File: src/rtl/contador_multicanal.sv
// contador_multicanal: NCH independent push counters with sticky overflow and a one-cycle read port.
// Build option: define CONTADOR_SAT_EN to saturate counters at 2**CW-1 instead of wrapping to 0.
module contador_multicanal #(
  parameter int NCH = 8,
  parameter int CW  = 5,
  parameter int IW  = 3
) (
  input  logic           clk,
  input  logic           reset_L,
  input  logic [NCH-1:0] push,
  input  logic           req,
  input  logic [IW-1:0]  idx,
  input  logic           rd_clr,
  output logic [CW-1:0]  data,
  output logic           valid,
  output logic [NCH-1:0] ovf,
  output logic           busy
);

  localparam logic [CW-1:0] CNT_MAX = '1;

  typedef enum logic [1:0] {
    INIT,
    IDLE,
    ACTIVE
  } state_t;

  state_t         state;
  logic [CW-1:0]  cnt     [NCH];
  logic [CW-1:0]  cnt_nxt [NCH];
  logic [NCH-1:0] ovf_nxt;
  logic [NCH-1:0] sel;
  logic [CW-1:0]  rd_val;
  logic           idx_ok;
  logic           rd_go;
  logic           counting;

  // One-hot decode of idx; an out-of-range idx selects nothing and reads back 0.
  always_comb begin
    sel    = '0;
    rd_val = '0;
    for (int i = 0; i < NCH; i++) begin
      if (idx == IW'(i)) begin
        sel[i] = 1'b1;
        rd_val = cnt[i];
      end
    end
  end

  assign idx_ok   = |sel;
  assign counting = (state != INIT);
  assign rd_go    = counting && req;

  // Clear-on-read overrides the increment, but a same-edge push still lands as the first new event.
  always_comb begin
    cnt_nxt = cnt;
    ovf_nxt = ovf;
    for (int i = 0; i < NCH; i++) begin
      if (counting && push[i]) begin
        if (cnt[i] == CNT_MAX) begin
          ovf_nxt[i] = 1'b1;
`ifdef CONTADOR_SAT_EN
          cnt_nxt[i] = CNT_MAX;
`else
          cnt_nxt[i] = '0;
`endif
        end else begin
          cnt_nxt[i] = cnt[i] + 1'b1;
        end
      end
      if (rd_go && rd_clr && sel[i]) begin
        cnt_nxt[i] = {{(CW-1){1'b0}}, push[i]};
        ovf_nxt[i] = 1'b0;
      end
    end
  end

  always_ff @(posedge clk) begin
    if (!reset_L) begin
      state <= INIT;
      cnt   <= '{default: '0};
      ovf   <= '0;
      data  <= '0;
      valid <= 1'b0;
      busy  <= 1'b0;
    end else begin
      cnt <= cnt_nxt;
      ovf <= ovf_nxt;
      case (state)
        INIT: begin
          state <= IDLE;
          data  <= '0;
          valid <= 1'b0;
          busy  <= 1'b0;
        end
        IDLE, ACTIVE: begin
          if (req) begin
            state <= ACTIVE;
            data  <= rd_val;
            valid <= idx_ok;
            busy  <= 1'b1;
          end else begin
            state <= IDLE;
            data  <= '0;
            valid <= 1'b0;
            busy  <= 1'b0;
          end
        end
        default: begin
          state <= INIT;
          data  <= '0;
          valid <= 1'b0;
          busy  <= 1'b0;
        end
      endcase
    end
  end

endmodule
File: config.mk
export PLATFORM = sky130hd
export DESIGN_NAME = contador_multicanal
export DESIGN_NICKNAME = d
export VERILOG_FILES = /design/src/rtl/contador_multicanal.sv
export SDC_FILE = /design/constraint.sdc
export NUM_CORES = 1
export LEC_CHECK = 0
export BUFFER_PORTS_ARGS = -buffer_cell sky130_fd_sc_hd__buf_2
export CAP_MARGIN = 20
export CELL_PAD_IN_SITES_DETAIL_PLACEMENT = 0
export CELL_PAD_IN_SITES_GLOBAL_PLACEMENT = 1
export CORE_MARGIN = 2
export CORE_UTILIZATION = 25
export DETAILED_ROUTE_END_ITERATION = 8
export PLACE_DENSITY_LB_ADDON = 0.25
export SYNTH_ARGS = -nofsm -noshare
export SYNTH_HDL_FRONTEND = slang
export SYNTH_SLANG_ARGS = --single-unit
File: constraint.sdc
create_clock -name clk -period 2.33 [get_ports clk]
set_input_delay 0.466 -clock clk [delete_from_list [all_inputs] [get_ports clk]]
set_output_delay 0.466 -clock clk [all_outputs]
set_load 0.1 [all_outputs]
-- Word-level counts from Yosys, hierarchy flattened
Cells that the tools add are included.
- output and inout bits: 15
- word-level logic and storage cells: 146
- register bits: 57
- input port bits: 15
- reduce and logical (&&, ||, !) cells: 49
- muxes and demuxes: 43
- add/sub/neg operators: 8
- equal/unequal tests: 17
- bitwise logic cells: 1
- operators with widths (operator ; number):
    2-to-1 mux 5 bit ; 16
    adder 5 x 1 -> 5 bit (second input constant) ; 8
    equality test 5 bit (second input constant) ; 8
    2-to-1 mux 1 bit ; 25
    logical AND 1 bit ; 18
    AND reduction 2 bit ; 9
    nonzero test 2 bit ; 9
    OR reduction 2 bit ; 9
    equality test 3 bit (second input constant) ; 4
    OR reduction 8 bit ; 1
    equality test 3 x 2 -> 1 bit (second input constant) ; 2
    case mux 2 bit (2 select lines) ; 1
    equality test 3 x 1 -> 1 bit (second input constant) ; 1
    logical NOT 3 bit ; 1
    AND reduction 3 bit ; 1
    equality test 2 x 1 -> 1 bit (second input constant) ; 1
    equality test 2 bit (second input constant) ; 1
    logical NOT 2 bit ; 1
    2-to-1 mux 2 bit ; 1
    NOT 1 bit ; 1

-- Longest topological paths before layout
Gate-level depths: netlist of the first run.
- word-level depth: 9
- mapped depth: 7
- gate-level depth less buffers: 6

-- Worst setup path after synthesis of the first run
OpenSTA, ideal clock, no wires.
- kind: register to register
- start point: reg cnt[35] (netlist bit)
- end point: reg cnt[37] (netlist bit)
- arrival: 1590 ps
- cell stages (with the launch flop): 6
- setup slack: 674 ps
- setup time: 66 ps
- clock period less this slack: 1656 ps
- cells stage by stage: dfxtp_1 > ha_1 > and3_1 > ha_1 > or4b_1 > a21oi_2
- longest elaborated chain between the ends: 2
- elaborated cells between the ends (all ways): 3
- RTL lines (item ; line ; text):
    start, declared ; 29 ; logic [CW-1:0] cnt [NCH];
    start signal, assigned ; 87 ; cnt <= cnt_nxt;
    adder 5 x 1 -> 5 bit or equality test 5 bit (tied branches) ; 68, 60 ;
    2-to-1 mux 5 bit (*) ; 60 ; if (cnt[i] == CNT_MAX) begin
Every way passes the cells marked *; elsewhere a longest branch is shown, timed or not.
A chain may end at the register's enable or synchronous reset.

-- Final worst setup path of the first run
- start point: reg state[0]
- end point: reg cnt[22] (netlist bit)
- longest elaborated chain between the ends: 5
- elaborated cells between the ends (all ways): 6
- RTL lines (item ; line ; text):
    start, declared ; 28 ; state_t state;
    start signal, assigned ; 80 ; state <= INIT;
    start signal, assigned ; 91 ; state <= IDLE;
    start signal, assigned ; 98 ; state <= ACTIVE;
    nonzero test 2 bit (*) ; 51 ; assign counting = (state != INIT);
    logical AND 1 bit ; 52 ; assign rd_go = counting && req;
    logical AND 1 bit (2 in a row) ; 71 ; if (rd_go && rd_clr && sel[i]) begin
    OR reduction 2 bit (no source line) ; - ;
Marks and branches as above.

==> results.md, run 1 <==
* Worst Hold Class: in -> reg
* Max Clk Rate at 508 MHz
* Final period util at 0.845
* Clock Power Share at 0.495
* Unrepaired setup endpoints after global routing: false
* I/O pin count at 30
* Final Util at 0.303
* Post-route ant nets at 0
* Vias in the first global route at 2699
* Reg2Reg Setup Slack at 0.36 ns
* Sw Pwr at 706 µW
* Final Critical Period at 1.97 ns
* Tightest Pin Transition at 0.950 ns
* Mapped Cells at 349
* CTS H-tree depth at 3
* Final setup violation count at 0
* Status: finished, final reports clean
* Setup bufs post-CTS at 0
* Sequential-to-total area share from yosys stat at 0.359
* Antenna violations before repair at 0
* Skew final at 0.00553 ns
* Worst Path Arrival at 2.23 ns
* Number of I/O port buffers at 29
* Global-route wire length before repair at 14300 µm
* Synth area leaders: dfxtp_1 (36%), ha_1 (7.1%), a21oi_1 (4.9%), mux2i_1 (4.4%), nor2_1 (3.7%)
* Net Sw Frac at 0.256
* Max cap viols at 0
* CTS tree: yes
* Layout Nets at 413
* Detailed Place HPWL at 6370 µm
* Drt pass-1 iters at 4
* Area Growth Syn to Fin at 19.4%
* Post-cts hold buffer count at 0
* Hold Path Stages at 3
* Post-synth ARST share at 0
* Top-count cell post-synth: dfxtp_1
* Synth area leader: dfxtp_1
* CTS Buffer Depth at 2
* Cts bufs inserted at 9
* Worst Setup End Kind: register
* R2R cell count at 5
* Total die area at 0.0136 mm²
* Crit Path Max Fanout at 26
* Worst Path Required at 2.59 ns
* Ratio of cells with drive above 1 in the final layout at 0.179
* Pint at 2050 µW
* Vias at 2769
* Register clock-pin slew on the reported worst setup and hold paths at 0.05 ns
* Pwr Density at 726 mW/mm²
* Post-DR wirelength/cell at 15.5 µm
* Final wirelength at 8640 µm
* Combinational power share at 0.126
* Final TNS setup at 0 ns
* Kind of critical path: reg -> reg
* Starting density of the core at 0.254
* Top cells by count, synth: dfxtp_1 (57), a21oi_1 (31), nor2_1 (31), ha_1 (18), nand2_1 (17)
* Slew Limit Fails at 0
* Slew HR at 0.367
* Synthesized cell area at 0.00318 mm²
* Final Hold Viols at 0
* EDFF count, synth at 0
* Syn Nets at 382
* Overflow after GRT at 0
* Critical R2R Launch: state[0]
* DR DRC count at 0
* Initial detailed-routing violation count at 141
* Unique masters post-synth at 46
* Syn_area_per_cell at 9.11 µm²
* DIE HEIGHT at 117 µm
* Hold Crit Start: push[7]
* Die width at 117 µm
* CTS-repair resized insts at 0
* Worst R2R End: cnt[22]
* Drt via density at 4.97
* Number of cell rows at 41
* Core Area at 0.0125 mm²
* Largest net degree at the start of global routing at 36
* Skew-Pair Late Insertion Delay at 0.33 ns
* Synthesized flop and latch total at 57
* Worst Setup Start Kind: register
* Diode count at 0
* Worst vdd ir at 0.316 mV
* Ys flop type: dfxtp_1
* Cell at the root of the clock tree: clkbuf_16
* Clock sinks at 57
* Flop pwr share at 0.379
* Leak at 0.00144 µW
* Global placer's final weighted congestion at 0.735
* Gr usage total at 0.138
* Post-synth top area share at 0.359
* Yosys Warn Count at 0
* Hold EP: cnt[0]
[cell type report]
type	count	area, µm²
Inverter	6	22.5
Clock inverter	2	35.0
Clock buffer	14	274
Fill cell	1352	8720
Tap cell	172	215
Sequential cell	57	1140
Multi-Input combinational cell	276	1960
Timing Repair Buffer	30	153
[worst max path at each step]
stage                   from       to  cells after the start
finish              state[0]  cnt[22]                      5
global route        state[1]  cnt[38]                      5
CTS                 state[1]  cnt[38]                      5
detailed placement  state[1]  cnt[38]                      5
global placement    state[0]  cnt[38]                      5
floorplan            cnt[35]  cnt[37]                      5
[kinds of logic (layout without fill, tap and decap cells)]
kind of cell | after synthesis | after routing | share of synthesized area
AO/OA/AOI/OAI | 104 | 104 | 0.208
adder cells (fa/ha/maj) | 18 | 18 | 0.0708
buffers and inverters | 16 | 52 | 0.0264
flip-flops | 57 | 57 | 0.359
multiplexers | 16 | 16 | 0.0582
AND/OR/NAND/NOR | 138 | 138 | 0.278
[per-stage QoR]
step	hold WS [ns]	setup slack (ns)	instance area, µm²	cells	total power [µW]
finish	0.442	0.362	3800	557	2760
detailed placement	0.459	0.360	3490	541	1410
floorplan	0.451	0.674	3180	349	1310
CTS	0.433	0.335	3800	557	2790
global route	0.457	0.208	3800	557	2870
global placement	0.449	0.392	3490	541	1410
[state kept, by name, summed over array words and instances, names as in the netlist]
register and cells:
cnt 40, valid 1, state 2, data 5, ovf 8, busy 1
[power by group through the flow]
| stage | Sequential, µW | Combinational (µW) | Clock (µW) |
|---|---|---|---|
| 2_1_floorplan | 1080 | 231 | 0 |
| 3_3_place_gp | 1060 | 348 | 0 |
| 3_5_place_dp | 1060 | 349 | 0 |
| 4_1_cts | 1040 | 350 | 1400 |
| 5_1_grt | 1050 | 384 | 1430 |
| 6_report | 1040 | 346 | 1370 |
[critical path, cell delays in order (launching register included)]
cell and delay [ns]:
dfxtp_1 0.33, inv_1 0.05, ha_1 0.51, nand2b_1 0.37, or4b_1 0.48, a21oi_1 0.14
[routing by layer]
layer / GRT usage / vias up / wire (µm)
li1: - / 1403 / -
met1: 0.182 / 1316 / 4290
met2: 0.215 / 42 / 3950
met3: 0.0350 / 8 / 302
met4: 0.0557 / 0 / 99
met5: 0 / - / 0
[cells in the final DEF (no fill, tap or decap), drive strengths merged, types with 8 or more instances in the layout]
cell,n
dfxtp,57
buf,30
a21oi,35
nand2b,15
o21ai,26
ha,18
clkbuf,14
nand3,15
nor2,31
a31oi,14
nand2,17
mux2i,14
or4b,8
or4,8
nor2b,9
and3,11
No activity file was read; power rests on OpenSTA's default activity.
==> inputs of run 2 (changes only) <==
--- a/config.mk
+++ b/config.mk
@@ -5,6 +5,7 @@
 export SDC_FILE = /design/constraint.sdc
 export NUM_CORES = 1
 export LEC_CHECK = 0
+export ABC_AREA = 1
 export BUFFER_PORTS_ARGS = -buffer_cell sky130_fd_sc_hd__buf_2
 export CAP_MARGIN = 20
 export CELL_PAD_IN_SITES_DETAIL_PLACEMENT = 0
==> constraint.sdc (replaced) <==
create_clock -name clk -period 1.95 [get_ports clk]
set_input_delay 0.39 -clock clk [delete_from_list [all_inputs] [get_ports clk]]
set_output_delay 0.39 -clock clk [all_outputs]
set_load 0.1 [all_outputs]
==> run 2 against run 1 <==
Sequential cell count unchanged. Global-route usage down 1.0 points. First-iteration DRC count down 56%. Register-to-register slack worse by 0.13 ns. Largest cell class unchanged. Routed wire length down 13%. Design area down 4.7%. Non-clock buffer count up 2. Critical path type unchanged. Clock power up 19%. Via count down 0.36%.
==> results.md, run 2 <==
* Layout Nets at 497 (+20%)
* Final TNS setup at 0 ns (unchanged)
* Skew final at 0.00834 ns (+0.00282 ns)
* CP max stage delay at 0.34 ns (-0.17 ns)
* Worst Path Arrival at 1.92 ns (-0.31 ns)
* Post-cts hold buffer count at 0 (unchanged)
* Hold Path Stages at 2 (-1)
* Pwr Density at 915 mW/mm² (+26%)
* Post-synthesis simple-gate area fraction at 0.303 (+0.0254)
* Worst R2R End: cnt[18]
* CP max stage cell: dfxtp_1
* Final Util at 0.313 (+0.00939)
* Kind of critical path: reg -> reg
* Met1 wire length at 3880 µm (-9.4%)
* Gr usage total at 0.128 (-0.0102)
* Largest net degree at the start of global routing at 22 (-39%)
* Max layer used: met4
* Reg2Reg Setup Slack at 0.24 ns (-0.13 ns)
* Post-synth top area share at 0.381 (+0.0220)
* Max cap viols at 0 (unchanged)
* Worst vdd ir at 0.303 mV (-4.1%)
* Global-route wire length before repair at 12900 µm (-9.9%)
* Final period util at 0.879 (+0.0344)
* Diode count at 0 (unchanged)
* Area of the multi-input gates at 0.00154 mm² (-21%)
* Placed inst area at 0.00330 mm² (-5.3%)
* Crit path cell chain: inv_1 > ha_1 > inv_4 > nand3_2 > inv_2 > nand2_1 > nand2_1 > inv_1 > nand2_1 > nor2_1
* Post-DR wirelength/cell at 12.4 µm (-20%)
* Leak at 0.00155 µW (+7.4%)
* Hold EP: state[0]
* Setup bufs post-CTS at 0 (unchanged)
* Register clock-pin slew on the reported worst setup and hold paths at 0.05 ns (about the same)
* CTS Buffer Depth at 2 (unchanged)
* Slew HR at 0.673 (+0.306)
* Largest Register: cnt
* I/O pin count at 30 (unchanged)
* Worst Path Required at 2.16 ns (-0.43 ns)
* Global placer's final weighted congestion at 0.807 (+9.8%)
* Die width at 113 µm (-2.8%)
* Drt via density at 4.52 (-9.2%)
* Cell mode on critical path: nand2_1
* Worst Setup End Kind: register
* Clock sinks at 57 (unchanged)
* Vias in the first global route at 2694 (-0.19%)
* Post-synth ARST share at 0 (unchanged)
* Mapped Cells at 427 (+22%)
* Final Hold Viols at 0 (unchanged)
* DR WL met3 at 225 µm (-25%)
* Critical R2R Launch: state[0]
* Largest regs: cnt (40), ovf (8), data (5)
* Worst slack, placed at 0.204 ns (-0.156 ns)
* Status: finished, final reports clean
* CTS tree: yes
* Final WS setup at 0.236 ns (-0.126 ns)
* Initial detailed-routing violation count at 62 (-56%)
* CTS H-tree depth at 3 (unchanged)
* Final Critical Period at 1.71 ns (-0.254 ns)
* Main combinational cell family by area after synthesis: simple AND/OR/NAND/NOR gates
* Max reg flops at 40 (unchanged)
* Final design area excluding fillers at 0.00362 mm² (-4.7%)
* Starting density of the core at 0.259 (+0.00502)
* Max Clk Rate at 583 MHz (+15%)
* Skew-Pair Late Insertion Delay at 0.32 ns (about the same)
* Vias at 2759 (-0.36%)
* Final wirelength at 7550 µm (-13%)
* Synth area leader: dfxtp_1
* Total die area at 0.0129 mm² (-5.6%)
* Core Area at 0.0116 mm² (-7.6%)
* Yosys Warn Count at 0 (unchanged)
* Overflow after GRT at 0 (unchanged)
* DIE HEIGHT at 113 µm (-2.8%)
* Commonest non-fill, non-tap cell in the layout: nand2_1
* CTS-repair resized insts at 0 (unchanged)
* Hold WS at 0.322 ns (-0.120 ns)
* Fillers at 1263 (-6.6%)
* Met2 WL post-DR at 3290 µm (-17%)
* Final setup violation count at 0 (unchanged)
* R2R cell count at 10 (+5)
* Unrepaired setup endpoints after global routing: false
* Ys flop type: dfxtp_1
* Detailed Place HPWL at 5980 µm (-6.0%)
* Register Area at 0.00114 mm² (unchanged)
* Hold Crit Start: req
* Tightest Pin Transition at 0.494 ns (-0.455 ns)
* Antenna violations before repair at 0 (unchanged)
* Top cells by count, synth: nand2_1 (83), inv_1 (62), dfxtp_1 (57), nor2_1 (47), a21oi_1 (38)
* Cts bufs inserted at 9 (unchanged)
* Xor/xnor share of the synthesized area at 0.0234 (+0.0234)
* Syn_area_per_cell at 7.02 µm² (-23%)
* Top-count cell post-synth: nand2_1
* Cell at the root of the clock tree: clkbuf_16
* Post-route ant nets at 0 (unchanged)
* Multiplexer share of the synthesized area at 0 (-0.0582)
* Synth area leaders: dfxtp_1 (38%), nand2_1 (10%), inv_1 (7.8%), ha_1 (7.5%), a21oi_1 (6.3%)
* Synthesized flop and latch total at 57 (unchanged)
* Synthesized cell area at 0.00300 mm² (-5.8%)
* EDFF count, synth at 0 (unchanged)
* Highest-count cells in the layout ignoring fill and taps: nand2_1 (83), inv_1 (62), dfxtp_1 (57)
* Ratio of cells with drive above 1 in the final layout at 0.139 (-0.0403)
* Slew Limit Fails at 0 (unchanged)
* Number of cell rows at 39 (-4.9%)
* Crit Path Max Fanout at 9 (-65%)
* Area Growth Syn to Fin at 20.7%
* DR DRC count at 0 (unchanged)
* Syn Nets at 460 (+20%)
* Worst Setup Start Kind: register
* Sequential-to-total area share from yosys stat at 0.381 (+0.0220)
* Adder-cell share of the synthesized area at 0.0752 (+0.00435)
* Unique masters post-synth at 29 (-37%)
* Synth Area in Compound Gates at 0.112 (-0.0958)
* Drt pass-1 iters at 4 (unchanged)
* Worst Hold Class: in -> reg
* Number of I/O port buffers at 29 (unchanged)
run 2: metrics by stage:
stage                     power, µW  std cells
after floorplan                1580        427
after global placement         1700        596
after detailed placement       1700        596
after CTS                      3360        611
after global routing           3480        611
final                          3310        611
run 2: report_power, final:
part / switching [µW] / internal, µW / leakage, µW / total (µW)
clock network: 517 / 1120 / 0.000158 / 1630
registers: 49.4 / 1210 / 0.000461 / 1260
logic: 292 / 120 / 0.000929 / 412
run 2: cell type report:
class / instances / share of cell area
Multi-Input combinational cell: 292 / 0.426
Sequential cell: 57 / 0.316
Clock buffer: 13 / 0.0775
Inverter: 72 / 0.0754
Tap cell: 143 / 0.0495
Timing Repair Buffer: 32 / 0.0464
Clock inverter: 2 / 0.00969
run 2: critical path, delay by kind of cell, from the launching register on:
family                   cells  cell delay [ns]
AND/OR/NAND/NOR              5             0.54
buffers and inverters        4             0.40
flip-flops                   1             0.34
adder cells (fa/ha/maj)      1             0.32
run 2: worst max path at each step:
stage | start | to | slack (ns)
2_1_floorplan | state[0] | cnt[20] | 0.50
3_3_place_gp | idx[2] | cnt[20] | 0.28
3_5_place_dp | state[0] | cnt[17] | 0.20
4_1_cts | state[0] | cnt[18] | 0.19
5_1_grt | state[0] | cnt[18] | 0.03
6_report | state[0] | cnt[18] | 0.24
run 2: logic make-up (layout without fill, tap and decap cells):
group / Yosys count / count (layout)
AOI/OAI and AO/OA: 64 / 64
and+or+nand+nor: 202 / 202
adders and majority gates: 18 / 18
xor gates and xnor gates: 8 / 8
buffers and inverters: 78 / 119
DFF: 57 / 57
run 2: metal layers:
metal  track usage  vias up
met3        0.0308        9
met1         0.168     1244
met4        0.0577        0
met5             0        -
li1              -     1471
met2         0.198       35
==> inputs of run 3 (changes only) <==
--- a/config.mk
+++ b/config.mk
@@ -13,7 +13,9 @@
 export CORE_MARGIN = 2
 export CORE_UTILIZATION = 25
 export DETAILED_ROUTE_END_ITERATION = 8
+export GPL_TIMING_DRIVEN = 1
 export PLACE_DENSITY_LB_ADDON = 0.25
+export REMOVE_ABC_BUFFERS = 1
 export SYNTH_ARGS = -nofsm -noshare
 export SYNTH_HDL_FRONTEND = slang
 export SYNTH_SLANG_ARGS = --single-unit
==> run 3 against run 2 <==
Combinational power grew 2%. Routed wire length grew 2.8%. Sequential share of layout area is essentially flat. Sequential cell count is the same. Core utilization is essentially flat. Via count shrank 0.33%. Design area grew 0.14%. Critical path type unchanged. Largest power group unchanged.
==> results.md, run 3 (synthesis results as in run 2) <==
* CTS-repair resized insts at 0 (unchanged)
* Gr usage total at 0.132 (+0.00405)
* Number of cell rows at 39 (unchanged)
* Core Area at 0.0116 mm² (unchanged)
* DIE HEIGHT at 113 µm (unchanged)
* Final Hold Viols at 0 (unchanged)
* Setup bufs post-CTS at 0 (unchanged)
* Vias in the first global route at 2640 (-2.0%)
* Worst vdd ir at 0.317 mV (+4.4%)
* Max Clk Rate at 596 MHz (+2.2%)
* Starting density of the core at 0.259 (unchanged)
* Global-route wire length before repair at 13000 µm (+0.96%)
* CTS tree: yes
* Die width at 113 µm (unchanged)
* CTS Buffer Depth at 2 (unchanged)
* Cell at the root of the clock tree: clkbuf_16
* CP max stage delay at 0.33 ns (about the same)
* Cts bufs inserted at 9 (unchanged)
* Ratio of cells with drive above 1 in the final layout at 0.138 (-0.000591)
* Clock Power Share at 0.501 (+0.007)
* Hold Path Stages at 3 (+1)
* Sw Pwr at 914 µW (+6.5%)
* Worst path top cell family by delay: simple AND/OR/NAND/NOR gates
* I/O pin count at 30 (unchanged)
* Net Sw Frac at 0.272 (+0.0123)
* Final design area excluding fillers at 0.00362 mm² (+0.14%)
* Overflow after GRT at 0 (unchanged)
* Largest Register: cnt
* Global placer's final weighted congestion at 0.774 (-4.1%)
* Register clock-pin slew on the reported worst setup and hold paths at 0.06 ns (about the same)
* Commonest non-fill, non-tap cell in the layout: nand2_1
* Max cap viols at 0 (unchanged)
* Slew Limit Fails at 0 (unchanged)
* Final setup violation count at 0 (unchanged)
* Layout Nets at 498 (+0.20%)
* Leak at 0.00154 µW (-0.46%)
* Crit path buf inv count at 2 (-2)
* Slew HR at 0.670 (-0.00260)
* Tightest Pin Transition at 0.498 ns (+0.00393 ns)
* Number of I/O port buffers at 29 (unchanged)
* Detailed Place HPWL at 5920 µm (-1.1%)
* Finished Layout Cells at 613 (+0.33%)
* Crit Path Max Fanout at 9 (unchanged)
* Post-route ant nets at 0 (unchanged)
* Area Growth Syn to Fin at 20.8%
* Largest net degree at the start of global routing at 22 (unchanged)
* DR DRC count at 0 (unchanged)
* Total die area at 0.0129 mm² (unchanged)
* Crit path cell chain: inv_1 > ha_1 > inv_4 > nand3_2 > or2_1 > o31ai_1 > nand3_1 > o31ai_1
* Worst Hold Class: in -> reg
* Fillers at 1201 (-4.9%)
* Post-cts hold buffer count at 0 (unchanged)
* Cell mode on critical path: o31ai_1
* Worst Setup Start Kind: register
* Met1 usage at 0.173 (+0.00433)
* Skew-Pair Late Insertion Delay at 0.34 ns (+0.02 ns)
* Placed insts at 597 (+0.17%)
* Combinational power share at 0.124 (about the same)
* Worst Setup End Kind: register
* Max reg flops at 40 (unchanged)
* Status: finished, final reports clean
* Initial detailed-routing violation count at 123 (+98%)
* Largest regs: cnt (40), ovf (8), data (5)
* Placed inst area at 0.00331 mm² (+0.23%)
* Drt via density at 4.49 (-0.65%)
* Final Critical Period at 1.68 ns (-0.0369 ns)
* Post-DR wirelength/cell at 12.7 µm (+2.4%)
* R2R cell count at 8 (-2)
* Antenna violations before repair at 0 (unchanged)
* Worst path depth at 8 (-2)
* Final period util at 0.860 (-0.0189)
* Final TNS setup at 0 ns (unchanged)
* Skew final at 0.00649 ns (-0.00185 ns)
* Worst Path Arrival at 1.93 ns (about the same)
* Kind of critical path: reg -> reg
* GR Util met3 at 0.0393 (+0.00850)
* Worst Path Required at 2.20 ns (+0.04 ns)
* Vias at 2750 (-0.33%)
* Met2 Usage GRT at 0.199 (+0.00120)
* Pwr Density at 929 mW/mm² (+1.5%)
* Unrepaired setup endpoints after global routing: false
* CTS H-tree depth at 3 (unchanged)
* Clock sinks at 57 (unchanged)
* Diode count at 0 (unchanged)
* Overall power at 3360 µW (+1.7%)
* Drt pass-1 iters at 4 (unchanged)
* CP max stage cell: dfxtp_1
* Flop pwr share at 0.375 (-0.007)
* Highest-count cells in the layout ignoring fill and taps: nand2_1 (83), inv_1 (62), dfxtp_1 (57)
* Pint at 2450 µW (about the same)
* Layer with the highest usage: met2
* Final wirelength at 7760 µm (+2.8%)
==> run 3: cell types whose count changed in the layout (fill, tap and decap cells not counted), sizes merged <==
cell | previous run | this run
clkbuf | 13 | 11
clkinvlp | 0 | 2
buf | 32 | 33
bufinv | 1 | 2
==> run 3: cell type report <==
class	count	area, µm²	share of cell area
Multi-Input combinational cell	292	1540	0.425
Sequential cell	57	1140	0.315
Inverter	72	273	0.0753
Clock buffer	11	233	0.0643
Tap cell	143	179	0.0494
Timing Repair Buffer	33	175	0.0484
Clock inverter	5	80.1	0.0221
==> run 3: routing by layer <==
metal | vias to the layer above | share of wire
met3 | 11 | 0.043
met1 | 1215 | 0.50
met2 | 53 | 0.43
met4 | 0 | 0.024
li1 | 1471 | -
met5 | - | 0
==> run 3: path summary, 6_finish.rpt <==
path | from | to | slack [ns]
min reg2reg | ovf[2] | ovf[2] | 0.44
min | push[4] | cnt[15] | 0.31
max reg2reg | state[0] | cnt[20] | 0.27
max | state[0] | cnt[20] | 0.27
==> run 3: stage by stage <==
step / hold WS, ns / setup slack [ns] / utilization
6_report: 0.306 / 0.273 / 0.313
5_1_grt: 0.304 / 0.102 / 0.313
4_1_cts: 0.301 / 0.248 / 0.313
3_5_place_dp: 0.437 / 0.286 / 0.286
3_3_place_gp: 0.426 / 0.291 / 0.286
2_1_floorplan: 0.454 / 0.453 / -
==> run 3: power by group through the flow <==
stage | Clock (µW) | Combinational, µW | Sequential [µW]
floorplan | 0 | 250 | 1310
CTS | 1730 | 424 | 1260
global placement | 0 | 420 | 1290
finish | 1680 | 419 | 1260
global route | 1780 | 470 | 1270
detailed placement | 0 | 422 | 1290
==> run 3: tightest hold or removal path, stage by stage <==
cell,delay (ns)
buf_2,0.10
nand3_1,0.07
nand2_1,0.05
